### src/rtl/nibble_fifo4_if.sv
// Handshake bundle between the mux pipeline, nibble_fifo4 and its consumer.
// The count signal exists only when NIBBLE_FIFO_COUNT_EN is defined.
interface nibble_fifo4_if #(
    parameter int WIDTH = 4
`ifdef NIBBLE_FIFO_COUNT_EN
    ,
    parameter int DEPTH = 4
`endif
);
    logic [WIDTH-1:0] in_data;
    logic             in_valid;
    logic             in_ready;
    logic [WIDTH-1:0] out_data;
    logic             out_valid;
    logic             out_ready;
    logic             full;
    logic             empty;
    logic             overflow;
`ifdef NIBBLE_FIFO_COUNT_EN
    logic [$clog2(DEPTH):0] count;

    modport master (
        output in_data, in_valid, out_ready,
        input  in_ready, out_data, out_valid, full, empty, overflow, count
    );
    modport slave (
        input  in_data, in_valid, out_ready,
        output in_ready, out_data, out_valid, full, empty, overflow, count
    );
`else
    modport master (
        output in_data, in_valid, out_ready,
        input  in_ready, out_data, out_valid, full, empty, overflow
    );
    modport slave (
        input  in_data, in_valid, out_ready,
        output in_ready, out_data, out_valid, full, empty, overflow
    );
`endif
endinterface

### src/rtl/nibble_fifo4.sv
// First-word-fall-through nibble buffer with sticky overflow flag.
// Defining NIBBLE_FIFO_COUNT_EN adds the occupancy output bus.count.
module nibble_fifo4 #(
    parameter int DEPTH = 4,
    parameter int WIDTH = 4
) (
    input  logic          clk,
    input  logic          rst,
    nibble_fifo4_if.slave bus
);
    localparam int AW = $clog2(DEPTH);
    localparam logic [AW:0] PTR_ONE = {{AW{1'b0}}, 1'b1};

    logic [WIDTH-1:0] mem [DEPTH];
    logic [AW:0]      wr_ptr;
    logic [AW:0]      rd_ptr;
    logic             full;
    logic             empty;
    logic             push;
    logic             pop;
    logic             overflow;

    // The extra pointer MSB tells a full buffer apart from an empty one.
    assign empty = (wr_ptr == rd_ptr);
    assign full  = (wr_ptr[AW-1:0] == rd_ptr[AW-1:0]) && (wr_ptr[AW] != rd_ptr[AW]);
    assign push  = bus.in_valid && !full;
    assign pop   = bus.out_ready && !empty;

    always_ff @(posedge clk) begin
        if (rst) begin
            wr_ptr   <= '0;
            rd_ptr   <= '0;
            overflow <= 1'b0;
        end else begin
            if (push) begin
                wr_ptr <= wr_ptr + PTR_ONE;
            end
            if (pop) begin
                rd_ptr <= rd_ptr + PTR_ONE;
            end
            if (bus.in_valid && full) begin
                overflow <= 1'b1;
            end
        end
    end

    // Storage has no reset; stale entries are unreachable once the pointers clear.
    always_ff @(posedge clk) begin
        if (!rst && push) begin
            mem[wr_ptr[AW-1:0]] <= bus.in_data;
        end
    end

    assign bus.in_ready  = !full;
    assign bus.out_valid = !empty;
    assign bus.out_data  = empty ? '0 : mem[rd_ptr[AW-1:0]];
    assign bus.full      = full;
    assign bus.empty     = empty;
    assign bus.overflow  = overflow;

`ifdef NIBBLE_FIFO_COUNT_EN
    assign bus.count = wr_ptr - rd_ptr;
`endif
endmodule

### src/flat_wrapper.sv
// flat-port wrapper written by rule: the top's interface ports become plain ports
module nibble_fifo4_flat 
#(
    parameter int DEPTH = 4,
    parameter int WIDTH = 4
)
  (clk, rst, bus_in_data, bus_in_valid, bus_out_ready, bus_in_ready, bus_out_data, bus_out_valid, bus_full, bus_empty, bus_overflow);
  nibble_fifo4_if #(.WIDTH(WIDTH)) bus_i ();
  input  logic clk;
  input  logic rst;
  input wire logic [$bits(bus_i.in_data)-1:0] bus_in_data;
  input wire logic [$bits(bus_i.in_valid)-1:0] bus_in_valid;
  input wire logic [$bits(bus_i.out_ready)-1:0] bus_out_ready;
  output wire logic [$bits(bus_i.in_ready)-1:0] bus_in_ready;
  output wire logic [$bits(bus_i.out_data)-1:0] bus_out_data;
  output wire logic [$bits(bus_i.out_valid)-1:0] bus_out_valid;
  output wire logic [$bits(bus_i.full)-1:0] bus_full;
  output wire logic [$bits(bus_i.empty)-1:0] bus_empty;
  output wire logic [$bits(bus_i.overflow)-1:0] bus_overflow;
  assign bus_i.in_data = bus_in_data;
  assign bus_i.in_valid = bus_in_valid;
  assign bus_i.out_ready = bus_out_ready;
  assign bus_in_ready = bus_i.in_ready;
  assign bus_out_data = bus_i.out_data;
  assign bus_out_valid = bus_i.out_valid;
  assign bus_full = bus_i.full;
  assign bus_empty = bus_i.empty;
  assign bus_overflow = bus_i.overflow;
  nibble_fifo4 #(.DEPTH(DEPTH), .WIDTH(WIDTH)) u_core (.clk(clk), .rst(rst), .bus(bus_i));
endmodule
### config.mk
export PLATFORM = sky130hd
export DESIGN_NAME = nibble_fifo4_flat
export DESIGN_NICKNAME = d
export VERILOG_FILES = /design/src/rtl/nibble_fifo4_if.sv /design/src/rtl/nibble_fifo4.sv /design/src/flat_wrapper.sv
export SDC_FILE = /design/constraint.sdc
export NUM_CORES = 1
export LEC_CHECK = 0
export ABC_AREA = 1
export CORE_MARGIN = 3
export CORE_UTILIZATION = 52
export DETAILED_ROUTE_END_ITERATION = 10
export PLACE_DENSITY = 0.81
export SLEW_MARGIN = 25
export SYNTH_ARGS = -nofsm -noshare
export SYNTH_HDL_FRONTEND = slang
export SYNTH_SLANG_ARGS = --single-unit
### constraint.sdc
create_clock -name clk -period 1.8 [get_ports clk]
set_input_delay 0.27 -clock clk [delete_from_list [all_inputs] [get_ports clk]]
set_output_delay 0.27 -clock clk [all_outputs]
set_load 0.01 [all_outputs]
* Word level (Yosys, flattened, before mapping)
Memory sizes are Yosys's and may differ from the RTL's. A register that Yosys moved wholly into a read port is not among the register bits.
Cells that the tools add are included.
** Cells by class
- Add/subtract/negate cells :: 2
- Equality and inequality tests :: 3
- Multiplexer cells :: 5
- Reductions and logical operators :: 8
** Operators by type and width (count)
- $add 3x1->3 const B :: 2
- $logic_and 1x1->1 :: 5
- $mux 2 :: 2
- $mux 4 :: 1
- $eq 3x3->1 :: 1
- $logic_not 1->1 :: 3
- $eq 2x2->1 :: 1
- $mux 1 :: 2
- $ne 1x1->1 :: 1
** Word-level totals
- Register bits after elaboration :: 7
- RAM bits :: 16
- Bits of input ports :: 8
- Output and inout bits :: 9
- Word-level logic and storage cells :: 22
- Memories kept :: 1
** Memories
- u_core.mem :: words 4, bits a word 4, rd ports 1, clocked after Yosys merged registers in 1, wr ports 1, line nibble_fifo4.sv:14 : logic [WIDTH-1:0] mem [DEPTH];

* Logic depth before layout (Yosys ltp)
- Depth after elaboration :: 7
- Gate-level depth with buffers :: 8
- Gate-level depth less buffers :: 7

* Worst setup path after synthesis
No wires, ideal clock.
- Kind :: register -> register
- Start point :: register u_core.wr_ptr[1]
- End point :: memory u_core.mem[3][0], enable pin
- Library setup time :: 361 ps
- Data arrival time :: 1068 ps
- Required time :: 1439 ps
- Slack :: 371 ps
- Stages on the path, launching flop included :: 7
- Buffers on the path :: 0
- Period minus slack after synthesis :: 1429 ps
- Cells stage by stage :: dfxtp_1 -> inv_2 -> nand2_1 -> nand2_1 -> nand2_1 -> nor2_1 -> nor3_1
** Between the ends
- Cells in the longest elaborated chain, start to end :: 7
** Ends and longest elaborated chain
- start: declaration :: line nibble_fifo4.sv:15 : logic [AW:0] wr_ptr;
- start signal: assignment :: line nibble_fifo4.sv:36 : wr_ptr <= wr_ptr + PTR_ONE;
- $eq 2x2->1 :: line nibble_fifo4.sv:25 : assign full = (wr_ptr[AW-1:0] == rd_ptr[AW-1:0]) && (wr_ptr[AW] != rd_ptr[AW]);
- $logic_and 1x1->1 :: line nibble_fifo4.sv:25
- via bus_full :: line flat_wrapper.sv:17 : output wire logic [$bits(bus_i.full)-1:0] bus_full;
- $logic_not 1->1 :: line nibble_fifo4.sv:26 : assign push = bus.in_valid && !full;
- $logic_and 1x1->1 :: line nibble_fifo4.sv:26
- $logic_and 1x1->1 :: line nibble_fifo4.sv:49 : if (!rst && push) begin
- $mux 1 :: line nibble_fifo4.sv:49
- $mux 1 (not written as such) :: line nibble_fifo4.sv:50 : mem[wr_ptr[AW-1:0]] <= bus.in_data;
- end: declaration :: line nibble_fifo4.sv:14
The timed path passes the listed nets, and every way through them passes these cells.

* Final worst setup path
- Start point :: register u_core.wr_ptr[1]
- End point :: output bus_in_ready
** Between the ends
- Cells in the longest elaborated chain, start to end :: 3
** Ends and longest elaborated chain
- $eq 2x2->1 :: line nibble_fifo4.sv:25
- $logic_and 1x1->1 :: line nibble_fifo4.sv:25
- $logic_not 1->1 :: line nibble_fifo4.sv:54 : assign bus.in_ready = !full;
- end: declaration :: line flat_wrapper.sv:14 : output wire logic [$bits(bus_i.in_ready)-1:0] bus_in_ready;
No other way between the ends.

==> flow_summary.toml <==
[sta]
finalSetupTns_ns = 0
rsz0062_at_grt = "true"
fin_skew_ns = 0.00477
fmax_ghz = 0.575
fin_crit_sh_pct = 96.6
hold_viol = 0
period_needed_ns = 1.74
drv_slew = 0
worst_pin_slew_ns = 0.260
setup_viol = 0
slew-limit-headroom_pct = 82.6

[global_routing]
antenna_found_initial = 0
grt_use_total_pct = 17.9
grt_start_max_net_pins = 15
grt_pass1_vias = 899
grt_pass1_wl_mm = 3.61
grt_overflow = 0

[clock_network]
cts_hold_buf = 0
htreeDepth = 1
cts_buffer_depth = 2
clock_sinks = 25
numCtsBuffers = 3
clk_pin_slew_ns = 0.13
clock_latency_ns = 0.31
tritoncts = "built"
root_buffer = "clkbuf_4"

[cells_and_area]
syn_to_final_growth_pct = 24.7
fin_nets = 172
layout_commonest_cell = "nand2_1"
layout_common_cells = "nand2_1 (23), nor2_1 (20), inv_1 (18)"
drive_gt1_share_pct = 21.5
antennaDiodeCount = 0

[synthesis]
synth_xor_xnor_area_share_pct = 0
synth_nets = 144
ys_ff_latch = 25
syn-mean-instance-area_sq_um = 8.85
synth.cell_area_sq_um = 1160
synth_cell_type_count = 15
synth_warnings = 0
synth_top_family_by_area = "simple AND/OR/NAND/NOR gates"
synth_compound_gate_area_share_pct = 8.20
synthAdderAreaFrac_pct = 5.39
synthSimpleGateAreaFrac_pct = 21.3
ys_seq_area_share_pct = 57.0
syn_inst = 131
synth_mux_area_share_pct = 0

[worst_setup_path]
cp_num_buf_inv = 2
setup.worst_path.end_class = "output port"
slowest_delay_ns = 0.39
worst_ep_arrival_time_ns = 1.47
reg2reg_to = "u_core.mem[1][0]$_DFFE_PP_"
cp_top_family = "buffers and inverters"
crit_type = "reg -> out"
crit_path_start_kind = "flop"
cp-startpoint = "u_core.wr_ptr[1]$_SDFFE_PP0P_"
reg2reg_setup_slack_ns = 0.32
r2r_start = "u_core.wr_ptr[1]$_SDFFE_PP0P_"
cp.depth = 5
crit_required_ns = 1.53
r2r_cells = 7
crit_chain = "inv_2 > nand2_1 > nand2_2 > nand3_2 > dlygate4sd2_1"
slowest_stage = "dfxtp_4"
crit_path_max_fanout = 8
endpoint = "bus_in_ready"

[pwr]
ir_worst_vdd_mv = 0.685
power_frac_comb_pct = 26.2
p_per_area_nw_per_um2 = 852
p_int_mw = 0.868
sw_frac_of_total_pct = 29.5
p_leak_nw = 0.639
pwr-share-clk_pct = 19.2
switchingPower_mw = 0.364
power_mw = 1.23
power_frac_seq_pct = 54.6

[placement]
dp_hpwl_mm = 1.54
gp_congestion = 0.771
port_buffers = 16

[route]
vias = 942
vias_per_cell = 5.09
firstDrtPassIters = 4
wirelength_mm = 2.27
drtIter0Drc = 15
drc_errors = 0
ant_nets = 0
wl_met3_um = 100
top_layer_used = "met4"
wl_per_cell_um = 12.3
wl_met2_mm = 1.16
met1_length_um = 990

[floorplanning]
core_area_sq_um = 2040
design.portCount = 17
dieHeight_um = 53.2
die_w_um = 53.2
rows = 16
dieArea_sq_um = 2830
initial_core_util_pct = 56.8

[min_path]
hold_path.class = "reg -> reg"

[flow_run]
maxCapViolCount = 0

[outcome]
status = "complete, no violations"
[per-stage QoR]
| stage | setup WS [ns] | instances | cell area (sq um) | hold WS, ns | utilization (%) |
|---|---|---|---|---|---|
| 2_1_floorplan | 0.371 | 131 | 1160 | 0.339 | - |
| 3_5_place_dp | 0.0205 | 179 | 1390 | 0.461 | 68.1 |
| 6_report | 0.0617 | 185 | 1450 | 0.470 | 70.8 |
| 3_3_place_gp | 0.0892 | 179 | 1390 | 0.441 | 68.1 |
| 5_1_grt | -0.0227 | 185 | 1450 | 0.507 | 70.8 |
| 4_1_cts | 0.0138 | 183 | 1430 | 0.483 | 70.1 |
[power groups by stage]
stage / logic [mW] / clock network (mW) / registers (mW)
floorplan: 0.185 / 0 / 0.671
global placement: 0.308 / 0 / 0.679
detailed placement: 0.319 / 0 / 0.681
CTS: 0.303 / 0.245 / 0.671
global route: 0.366 / 0.268 / 0.678
finish: 0.323 / 0.236 / 0.672
[synth_stat cells (all sizes together)]
master	number	area, sq um
nand3	9	55.1
buf	2	16.3
nor3	1	5.00
ha	5	62.6
o21ai	12	60.1
a21oi	7	35.0
nor2	23	86.3
inv	21	78.8
dfxtp	9	180
edfxtp	16	480
nand2	26	100
[state kept, by name, summed over array words and instances (netlist names), named ones only]
name	flops
u_core.bus.overflow	1
u_core.rd_ptr	3
u_core.mem	16
u_core.wr_ptr	3
[worst min path at each step]
stage / start / end / slack, ns / cells past startpoint
floorplan: rst / u_core.bus.overflow$_SDFFE_PP0P_ / 0.34 / 1
global route: u_core.bus.overflow$_SDFFE_PP0P_ / u_core.bus.overflow$_SDFFE_PP0P_ / 0.51 / 2
global placement: u_core.bus.overflow$_SDFFE_PP0P_ / u_core.bus.overflow$_SDFFE_PP0P_ / 0.44 / 2
detailed placement: u_core.bus.overflow$_SDFFE_PP0P_ / u_core.bus.overflow$_SDFFE_PP0P_ / 0.46 / 2
CTS: u_core.bus.overflow$_SDFFE_PP0P_ / u_core.bus.overflow$_SDFFE_PP0P_ / 0.48 / 2
finish: u_core.bus.overflow$_SDFFE_PP0P_ / u_core.bus.overflow$_SDFFE_PP0P_ / 0.47 / 2
[layer usage]
layer	global-route usage [%]	vias up
met1	20.4	437
met4	7.23	0
met5	0	-
met3	2.82	2
li1	-	476
met2	32.7	27
[area by class of cell]
| class | count | area [sq um] |
|---|---|---|
| Sequential cell | 25 | 674 |
| Timing Repair Buffer | 25 | 208 |
| Tap cell | 27 | 33.8 |
| Clock buffer | 3 | 22.5 |
| Clock inverter | 1 | 5.00 |
| Inverter | 21 | 78.8 |
| Multi-Input combinational cell | 83 | 424 |
| Fill cell | 157 | 596 |
[cell families (layout without fill, tap and decap cells)]
family	count (synthesis)	count (layout)
DFF	25	25
buffers and inverters	23	50
and+or+nand+nor	59	59
AOI/OAI and AO/OA	19	19
adders and majority gates	5	5
[worst register-to-register path: cells and delay by family (launching register included)]
kind / cells / cell delay, ns
and+or+nand+nor: 5 / 0.61
DFF: 1 / 0.40
buffers and inverters: 2 / 0.20
[timing repair]
item | 4_1_cts | 5_1_grt
setup endpoints to repair | 8 | 6
pin swaps | 1 | 0
gates resized for setup | 21 | 14
setup buffers | 0 | 2
No activity file was read; power rests on OpenSTA's default activity.
